$ cat config.mk
export PLATFORM = sky130hd
export DESIGN_NAME = lisp_io_regs
export DESIGN_NICKNAME = d
export VERILOG_FILES = /design/src/rtl/lisp_io_regs.sv
export SDC_FILE = /design/constraint.sdc
export NUM_CORES = 1
export LEC_CHECK = 0
export CAP_MARGIN = 10
export CORE_MARGIN = 2
export CORE_UTILIZATION = 58
export CTS_BUF_LIST = sky130_fd_sc_hd__clkbuf_16
export DETAILED_ROUTE_END_ITERATION = 16
export PLACE_DENSITY = 0.84
export SLEW_MARGIN = 20
export SYNTH_ARGS = -nofsm -noshare
export SYNTH_HDL_FRONTEND = slang
export SYNTH_SLANG_ARGS = --single-unit
$ cat constraint.sdc
create_clock -name clk -period 4.8 [get_ports clk]
set_input_delay 0.72 -clock clk [delete_from_list [all_inputs] [get_ports clk]]
set_output_delay 0.72 -clock clk [all_outputs]
set_load 0.1 [all_outputs]
$ cat src/rtl/lisp_io_regs.sv
// lisp_io_regs: peripheral register bank on the lisp_core register bus.
// Console FIFO (index 0), LEDs (1), STATUS (4), GPIO channels (8+2n / 9+2n).
// Optional timer at indexes 2..3 when IO_TIMER_EN is defined.
module lisp_io_regs #(
  parameter int INDEX_WIDTH   = 7,
  parameter int DATA_WIDTH    = 16,
  parameter int LED_WIDTH     = 8,
  parameter int FIFO_DEPTH    = 8,
  parameter int GPIO_CHANNELS = 2
) (
  input  logic                               clk,
  input  logic                               reset_n,
  input  logic [INDEX_WIDTH-1:0]             register_index,
  input  logic                               register_read,
  input  logic                               register_write,
  input  logic [DATA_WIDTH-1:0]              register_write_value,
  output logic [DATA_WIDTH-1:0]              register_read_value,
  output logic                               console_valid,
  output logic [7:0]                         console_data,
  input  logic                               console_ready,
  output logic [LED_WIDTH-1:0]               leds,
  input  logic [GPIO_CHANNELS*DATA_WIDTH-1:0] gpio_in,
  output logic [GPIO_CHANNELS*DATA_WIDTH-1:0] gpio_out,
  output logic                               timer_irq
);

  localparam int PW = $clog2(FIFO_DEPTH);
  localparam int CW = PW + 1;

  logic [7:0]            fifo_mem [FIFO_DEPTH];
  logic [PW-1:0]         wr_ptr;
  logic [PW-1:0]         rd_ptr;
  logic [CW-1:0]         count;
  logic                  full;
  logic                  empty;
  logic                  push;
  logic                  pop;
  logic                  push_ok;
  logic                  overflow;

  logic [LED_WIDTH-1:0]  leds_r;
  logic [1:0]            status;
  logic [1:0]            status_clr;
  logic                  timer_match;

  logic [DATA_WIDTH-1:0] gpio_out_r [GPIO_CHANNELS];
  logic [DATA_WIDTH-1:0] gpio_s1    [GPIO_CHANNELS];
  logic [DATA_WIDTH-1:0] gpio_s2    [GPIO_CHANNELS];

  logic [DATA_WIDTH-1:0] rd_data;

  logic wr_idx0, wr_idx1, wr_idx4;

  assign wr_idx0 = register_write && (register_index == INDEX_WIDTH'(0));
  assign wr_idx1 = register_write && (register_index == INDEX_WIDTH'(1));
  assign wr_idx4 = register_write && (register_index == INDEX_WIDTH'(4));

  assign full     = (count == CW'(FIFO_DEPTH));
  assign empty    = (count == '0);
  assign push     = wr_idx0;
  assign pop      = console_valid && console_ready;
  // A push into a full FIFO still fits when the head leaves in the same cycle.
  assign push_ok  = push && (!full || pop);
  assign overflow = push && full && !pop;

  assign console_valid = !empty;
  assign console_data  = fifo_mem[rd_ptr];
  assign leds          = leds_r;
  assign timer_irq     = status[0];

  // Console FIFO storage, pointers and occupancy.
  always_ff @(posedge clk or negedge reset_n) begin
    if (!reset_n) begin
      for (int unsigned i = 0; i < FIFO_DEPTH; i++) fifo_mem[i] <= '0;
      wr_ptr <= '0;
      rd_ptr <= '0;
      count  <= '0;
    end else begin
      if (push_ok) begin
        fifo_mem[wr_ptr] <= register_write_value[7:0];
        wr_ptr           <= wr_ptr + 1'b1;
      end
      if (pop) rd_ptr <= rd_ptr + 1'b1;
      case ({push_ok, pop})
        2'b10:   count <= count + 1'b1;
        2'b01:   count <= count - 1'b1;
        default: count <= count;
      endcase
    end
  end

  // LED register.
  always_ff @(posedge clk or negedge reset_n) begin
    if (!reset_n)     leds_r <= '0;
    else if (wr_idx1) leds_r <= register_write_value[LED_WIDTH-1:0];
  end

`ifdef IO_TIMER_EN
  logic [DATA_WIDTH-1:0] timer_cnt;
  logic [DATA_WIDTH-1:0] timer_cmp;
  logic wr_idx2, wr_idx3;

  assign wr_idx2     = register_write && (register_index == INDEX_WIDTH'(2));
  assign wr_idx3     = register_write && (register_index == INDEX_WIDTH'(3));
  assign timer_match = (timer_cnt == timer_cmp);

  // Free-running timer with software restart and compare register.
  always_ff @(posedge clk or negedge reset_n) begin
    if (!reset_n) begin
      timer_cnt <= '0;
      timer_cmp <= '0;
    end else begin
      if (wr_idx2) timer_cnt <= '0;
      else         timer_cnt <= timer_cnt + 1'b1;
      if (wr_idx3) timer_cmp <= register_write_value;
    end
  end
`else
  assign timer_match = 1'b0;
`endif

  assign status_clr = wr_idx4 ? register_write_value[1:0] : 2'b00;

  // Sticky STATUS bits; a new event in the clearing cycle survives the clear.
  always_ff @(posedge clk or negedge reset_n) begin
    if (!reset_n) status <= '0;
    else          status <= (status & ~status_clr) | {overflow, timer_match};
  end

  // GPIO output registers and two-flop input synchronisers.
  always_ff @(posedge clk or negedge reset_n) begin
    if (!reset_n) begin
      for (int unsigned n = 0; n < GPIO_CHANNELS; n++) begin
        gpio_out_r[n] <= '0;
        gpio_s1[n]    <= '0;
        gpio_s2[n]    <= '0;
      end
    end else begin
      for (int unsigned n = 0; n < GPIO_CHANNELS; n++) begin
        if (register_write && (register_index == INDEX_WIDTH'(8 + 2 * n)))
          gpio_out_r[n] <= register_write_value;
        gpio_s1[n] <= gpio_in[n*DATA_WIDTH +: DATA_WIDTH];
        gpio_s2[n] <= gpio_s1[n];
      end
    end
  end

  // Flatten GPIO output channels onto the output bus.
  always_comb begin
    gpio_out = '0;
    for (int unsigned n = 0; n < GPIO_CHANNELS; n++)
      gpio_out[n*DATA_WIDTH +: DATA_WIDTH] = gpio_out_r[n];
  end

  // Read multiplexer; unmapped indexes return zero.
  always_comb begin
    rd_data = '0;
    case (register_index)
      INDEX_WIDTH'(0): begin
        rd_data[15]     = full;
        rd_data[14]     = empty;
        rd_data[CW-1:0] = count;
      end
      INDEX_WIDTH'(1): rd_data = DATA_WIDTH'(leds_r);
`ifdef IO_TIMER_EN
      INDEX_WIDTH'(2): rd_data = timer_cnt;
      INDEX_WIDTH'(3): rd_data = timer_cmp;
`endif
      INDEX_WIDTH'(4): rd_data = DATA_WIDTH'(status);
      default:         rd_data = '0;
    endcase
    for (int unsigned n = 0; n < GPIO_CHANNELS; n++) begin
      if (register_index == INDEX_WIDTH'(8 + 2 * n)) rd_data = gpio_out_r[n];
      if (register_index == INDEX_WIDTH'(9 + 2 * n)) rd_data = gpio_s2[n];
    end
  end

  // Registered read data, captured only on a read strobe.
  always_ff @(posedge clk or negedge reset_n) begin
    if (!reset_n)           register_read_value <= '0;
    else if (register_read) register_read_value <= rd_data;
  end

endmodule

==> results.toml, run 1 <==
[run_status]
status = "finished clean"

[timing]
hold_viol = 0
finalClockSkew_ns = 0.01023
worst_pin_slew_ns = 1.060
fin_crit_sh = 0.8074
drv_slew = 0
rsz0062_at_grt = "false"
slew_headroom = 0.2908
clock.fmax_mhz = 258.0
finalSetupViolations = 0
period_minus_slack_ns = 3.876
setup_tns_ns = 0

[die]
core-area_mm2 = 0.01383
die_y_um = 122.8
rows = 43
io_pins = 126
start_util = 0.5923
fp.dieArea_mm2 = 0.01509
die_x_um = 122.8

[power_and_ir_drop]
sw_frac_of_total = 0.3136
p_leak_nw = 4.576
irDropWorstVdd_v = 0.0002730
seqPwrFrac = 0.461
switchingPower_mw = 1.291
power.density_mw_per_mm2 = 405.5
combinationalPowerShare = 0.207
pwr-share-clk = 0.332
p_int_mw = 2.825

[grt]
antenna_found_initial = 0
grt_pass1_vias = 5376
grt_pass1_wl_um = 29180
grt.overflow.total = 0
grt_max_degree = 112
track_usage = 0.2630

[finish]
final_common_cell = "dfrtp_1"
syn_to_final_growth_pct = 23.91
fin_area_mm2 = 0.01015
drive_above_1_share = 0.2887
fillers = 823
antenna_cells = 0
nets = 732
mostFrequentLayoutCells = "dfrtp_1 (196), clkdlybuf4s50_1 (123), mux2_2 (112)"

[critical_path]
path_cells = "buf_4 > mux4_2 > mux2_2 > clkdlybuf4s50_1"
crit_path_start_kind = "register"
path_max_fanout = 12
crit_arrival_ns = 3.16
worstPathRequired_ns = 4.08
reg2reg_depth = 8
cp-end-kind = "output pin"
ff2ff_setup_slack_ns = 1.44
r2r_start = "count[0]"
slowest_stage = "clkdlybuf4s50_1"
r2r-end = "count[3]"
critPathMaxStageDelay_ns = 0.97
critPathKind = "reg -> out"

[synth]
synth_edf_count = 0
ys.flop_type = "dfrtp_1"
synth_area_per_cell_um2 = 14.95
yosys_warnings = 0
syn_nets = 614
postSynth.asyncResetShare = 1.000
synth_cell_types = 53
postSynthCellCount = 548
ys_seq_area_frac = 0.5988
synth_seq_cells = 196
synth_area_mm2 = 0.008190

[routing]
antenna_left = 0
routed_via_density = 5.901
drt_pass1_iterations = 4
wl_met2_um = 9186
highest_layer = "met4"
wl_per_cell_um = 21.51
drtIter0Drc = 378
route.met3.wl_um = 1127
via_count = 5069
drt-total-wl_um = 18480
drc = 0
m1WireLength_um = 7827

[job]
maxCapViolCount = 0

[cts]
cts_tree = "yes"
root_buffer = "clkbuf_16"
hold_buffers = 0
clockBufferDepth = 2
post-cts-setup-buffers = 0
cts_buffers = 17
cts_max_level = 4
clkTransAtPathRegs_ns = 0.07
ctsResizeCount = 0
cts_sinks = 196
clk_latency_ns = 0.43

[placed_design]
hpwl_um = 11910
place_area_mm2 = 0.009580
port_buffers = 125
gp_congestion = 0.9054

[hold_path]
hold_class = "in -> async"
routing by layer:
metal / up-vias / GRT usage
li1: 2221 / -
met1: 2636 / 0.3716
met2: 187 / 0.4164
met3: 25 / 0.05019
met4: 0 / 0.08621
met5: - / 0
registers in the layout, summed over array words and instances, names as in the netlist:
signal	cells
fifo_mem	64
gpio_s1	32
gpio_s2	32
rd_ptr	3
status	2
register_read_value	16
gpio_out	32
wr_ptr	3
count	4
leds	8
layout make-up:
class,instances,area (µm²),share of cell area
flip-flops and latches,196,4905,0.4833
multi-input cells,303,3078,0.3033
repair buffers,132,1313,0.1293
clock buffers,17,425.4,0.04192
well taps,180,225.2,0.02219
clock inverters,15,142.6,0.01405
inverters,16,60.06,0.005918
logic make-up (layout without fill, tap and decap cells):
kind of cell / Yosys count / count (layout) / synth area share
AO/OA/AOI/OAI: 62 / 62 / 0.05026
XOR/XNOR: 6 / 6 / 0.006416
adder cells (fa/ha/maj): 6 / 6 / 0.01008
buffers and inverters: 49 / 180 / 0.02536
flip-flops: 196 / 196 / 0.5988
multiplexers: 152 / 152 / 0.2414
AND/OR/NAND/NOR: 77 / 77 / 0.06768
power groups by stage:
stage	sequential [mW]	clock, mW	combinational [mW]
global placement	1.92	0	0.825
global route	1.91	1.44	0.901
detailed placement	1.93	0	0.846
finish	1.90	1.37	0.852
floorplan	2.08	0	0.418
CTS	1.90	1.38	0.856
worst max-delay path: cells and delay by family (launching register included):
family   cells  cell delay (ns)
mux          2             0.82
flops        1             0.60
buf+inv      2             1.31
synth_stat cells (2+ instances only):
cell type | n | area, µm²
dfrtp_1 | 196 | 4905
mux2_2 | 112 | 1261
mux4_2 | 22 | 495.5
clkbuf_1 | 21 | 78.83
o21ai_0 | 18 | 90.09
a21oi_1 | 17 | 85.08
inv_1 | 16 | 60.06
nand2_1 | 13 | 48.80
nor2_1 | 13 | 48.80
mux2i_1 | 10 | 100.1
nand3_1 | 10 | 50.05
mux2_4 | 8 | 120.1
nor2b_1 | 7 | 43.79
a22oi_1 | 5 | 37.54
buf_1 | 5 | 18.77
ha_1 | 5 | 62.56
nor4_4 | 5 | 106.4
xnor2_1 | 5 | 43.79
a21boi_0 | 4 | 30.03
buf_2 | 4 | 20.02
o211ai_1 | 4 | 30.03
o32a_1 | 4 | 40.04
a31oi_1 | 3 | 18.77
nor3b_1 | 3 | 22.52
or3_1 | 3 | 18.77
a221o_1 | 2 | 20.02
buf_6 | 2 | 22.52
nand2b_1 | 2 | 12.51
nand3b_1 | 2 | 15.01
nand4b_1 | 2 | 17.52
nor4_1 | 2 | 12.51
nor4b_4 | 2 | 47.55
per-stage QoR:
| stage | setup slack (ns) | std cells | utilization | power [mW] | hold WS, ns |
|---|---|---|---|---|---|
| floorplan | 1.834 | 548 | - | 2.494 | 0.3312 |
| global placement | 1.075 | 827 | 0.6929 | 2.744 | 0.3317 |
| detailed placement | 0.7994 | 827 | 0.6929 | 2.772 | 0.3347 |
| CTS | 0.8584 | 859 | 0.7340 | 4.137 | 0.3505 |
| global route | 0.7964 | 859 | 0.7340 | 4.255 | 0.3540 |
| finish | 0.9245 | 859 | 0.7340 | 4.116 | 0.3469 |
worst max path at each step:
stage,from,endpoint,slack (ns),depth (start not counted)
global placement,register_index[2],count[3],1.08,10
global route,rd_ptr[0],console_data[4],0.80,4
detailed placement,register_index[2],count[3],0.80,10
floorplan,count[2],count[3],1.83,8
finish,rd_ptr[0],console_data[5],0.92,4
CTS,rd_ptr[0],console_data[3],0.86,4
Note: power is estimated with default switching activity, not from simulation.
==> run 2: changes to the inputs <==
--- a/config.mk
+++ b/config.mk
@@ -7,10 +7,10 @@
 export LEC_CHECK = 0
 export CAP_MARGIN = 10
 export CORE_MARGIN = 2
-export CORE_UTILIZATION = 58
+export CORE_UTILIZATION = 54
 export CTS_BUF_LIST = sky130_fd_sc_hd__clkbuf_16
 export DETAILED_ROUTE_END_ITERATION = 16
-export PLACE_DENSITY = 0.84
+export PLACE_DENSITY = 0.79
 export SLEW_MARGIN = 20
 export SYNTH_ARGS = -nofsm -noshare
 export SYNTH_HDL_FRONTEND = slang
==> constraint.sdc (replaced) <==
create_clock -name clk -period 3.65 [get_ports clk]
set_input_delay 0.5475 -clock clk [delete_from_list [all_inputs] [get_ports clk]]
set_output_delay 0.5475 -clock clk [all_outputs]
set_load 0.1 [all_outputs]
==> run 2 against run 1 <==
- sequential power is 31% higher
- routed wire length down 0.48%
- final cell count grew 1.5%
- combinational power up 34%
- clock skew decreased by 0.0019 ns
- die area is 7.2% higher
- total power rose by 30%
- via count increased by 1.2%
- critical path depth grew 4
==> results.toml, run 2 (synthesis results as in run 1) <==
[critical_path]
ff2ff_setup_slack_ns = 0.31
worstPathRequired_ns = 3.95
reg2reg_depth = 8
critPathKind = "reg -> reg"
r2r-end = "count[3]"
crit_arrival_ns = 3.64
crit_path_start_kind = "register"
path_max_fanout = 8
cp-end-kind = "register"
r2r_start = "count[0]"

[die]
die_x_um = 127.2
rows = 45
fp.dieArea_mm2 = 0.01617
core-area_mm2 = 0.01503
start_util = 0.5448
io_pins = 126
die_y_um = 127.2

[timing]
fin_crit_sh = 0.9152
period_minus_slack_ns = 3.340
worst_pin_slew_ns = 1.046
finalSetupViolations = 0
slew_headroom = 0.3003
hold_viol = 0
clock.fmax_mhz = 299.4
worst_slack_ns = 0.3096
setup_tns_ns = 0
drv_slew = 0
finalClockSkew_ns = 0.008295
rsz0062_at_grt = "false"
fin_hold_ws_ns = 0.1648

[placed_design]
dp_slack_ns = 0.2106
gp_congestion = 0.8211
post-place-cells = 840
place_area_mm2 = 0.009608
hpwl_um = 12750
port_buffers = 125

[cts]
clk_latency_ns = 0.44
ctsResizeCount = 0
cts_buffers = 17
clkTransAtPathRegs_ns = 0.07
post-cts-setup-buffers = 0
cts_sinks = 196
clockBufferDepth = 2
cts_tree = "yes"
root_buffer = "clkbuf_16"
cts_max_level = 4
hold_buffers = 0

[grt]
grt_pass1_wl_um = 29990
grt_max_degree = 93
grt_pass1_vias = 5537
grt.overflow.total = 0
track_usage = 0.2450
antenna_found_initial = 0

[routing]
drc = 0
routed_via_density = 5.883
wl_per_cell_um = 21.09
drt-total-wl_um = 18390
drtIter0Drc = 286
drt_pass1_iterations = 6
antenna_left = 0
via_count = 5130

[finish]
finalNonFillerCells = 872
nets = 737
regMostFlops = "fifo_mem"
area.sequential_mm2 = 0.004905
syn_to_final_growth_pct = 24.03
drive_above_1_share = 0.3056
multi_input_area_mm2 = 0.003078
fillers = 1028
final_common_cell = "dfrtp_1"
antenna_cells = 0
fin_area_mm2 = 0.01016
largest_reg_flops = 64
mostFrequentLayoutCells = "dfrtp_1 (196), clkdlybuf4s50_1 (115), mux2_2 (112)"

[run_status]
status = "finished clean"

[job]
maxCapViolCount = 0

[power_and_ir_drop]
irDropWorstVdd_v = 0.0003414
p_leak_nw = 4.614
power.density_mw_per_mm2 = 527.4

[hold_path]
hold_class = "in -> async"
-- run 2: cell types whose count changed in the layout (fill, tap and decap cells not counted) --
cell | previous run | this run
clkinv_1 | 2 | 3
bufinv_16 | 2 | 0
clkinv_4 | 3 | 5
clkdlybuf4s50_1 | 123 | 115
inv_8 | 0 | 4
clkinvlp_4 | 4 | 1
inv_1 | 17 | 16
buf_4 | 6 | 19
clkinv_2 | 3 | 0
inv_6 | 0 | 2
-- run 2: cell type report --
| type | count | share of cell area |
|---|---|---|
| timing repair buffer | 137 | 0.1309 |
| inverter | 16 | 0.005912 |
| tap | 188 | 0.02316 |
| clock inverter | 15 | 0.01232 |
| sequential | 196 | 0.4828 |
| clock buffer | 17 | 0.04188 |
| multi-input combinational | 303 | 0.3030 |
-- run 2: worst max-delay path, stage by stage (launching register included) --
cell and delay [ns]:
dfrtp_1 0.45, or4b_2 0.81, nor2_1 0.23, or2_0 0.27, ha_1 0.34, ha_1 0.29, a21oi_1 0.25, o21ai_0 0.15
o311ai_0 0.41
-- run 2: stage by stage --
stage / power [mW] / utilization
floorplan: 3.280 / -
global placement: 3.622 / 0.6391
detailed placement: 3.656 / 0.6391
CTS: 5.391 / 0.6757
global route: 5.585 / 0.6757
finish: 5.358 / 0.6757
-- run 2: worst max-delay path by stage --
| stage | cells past startpoint | to | slack [ns] | start |
|---|---|---|---|---|
| 2_1_floorplan | 8 | count[3] | 0.68 | count[2] |
| 3_3_place_gp | 9 | count[3] | 0.45 | register_index[2] |
| 3_5_place_dp | 9 | count[3] | 0.21 | register_index[2] |
| 4_1_cts | 8 | count[3] | 0.37 | count[0] |
| 5_1_grt | 8 | count[3] | 0.15 | count[0] |
| 6_report | 8 | count[3] | 0.31 | count[0] |
-- run 2: power by group --
group | internal [mW] | switching [mW] | leakage [nW]
Clock | 0.891 | 0.850 | 0.268
Combinational | 0.412 | 0.728 | 1.81
Sequential | 2.30 | 0.173 | 2.53
-- run 2: per-layer routing --
metal | up-vias | share of wire | global-route usage
li1 | 2234 | - | -
met1 | 2683 | 0.43 | 0.3281
met2 | 175 | 0.50 | 0.3975
met3 | 38 | 0.047 | 0.05486
met4 | 0 | 0.023 | 0.09373
met5 | - | 0 | 0
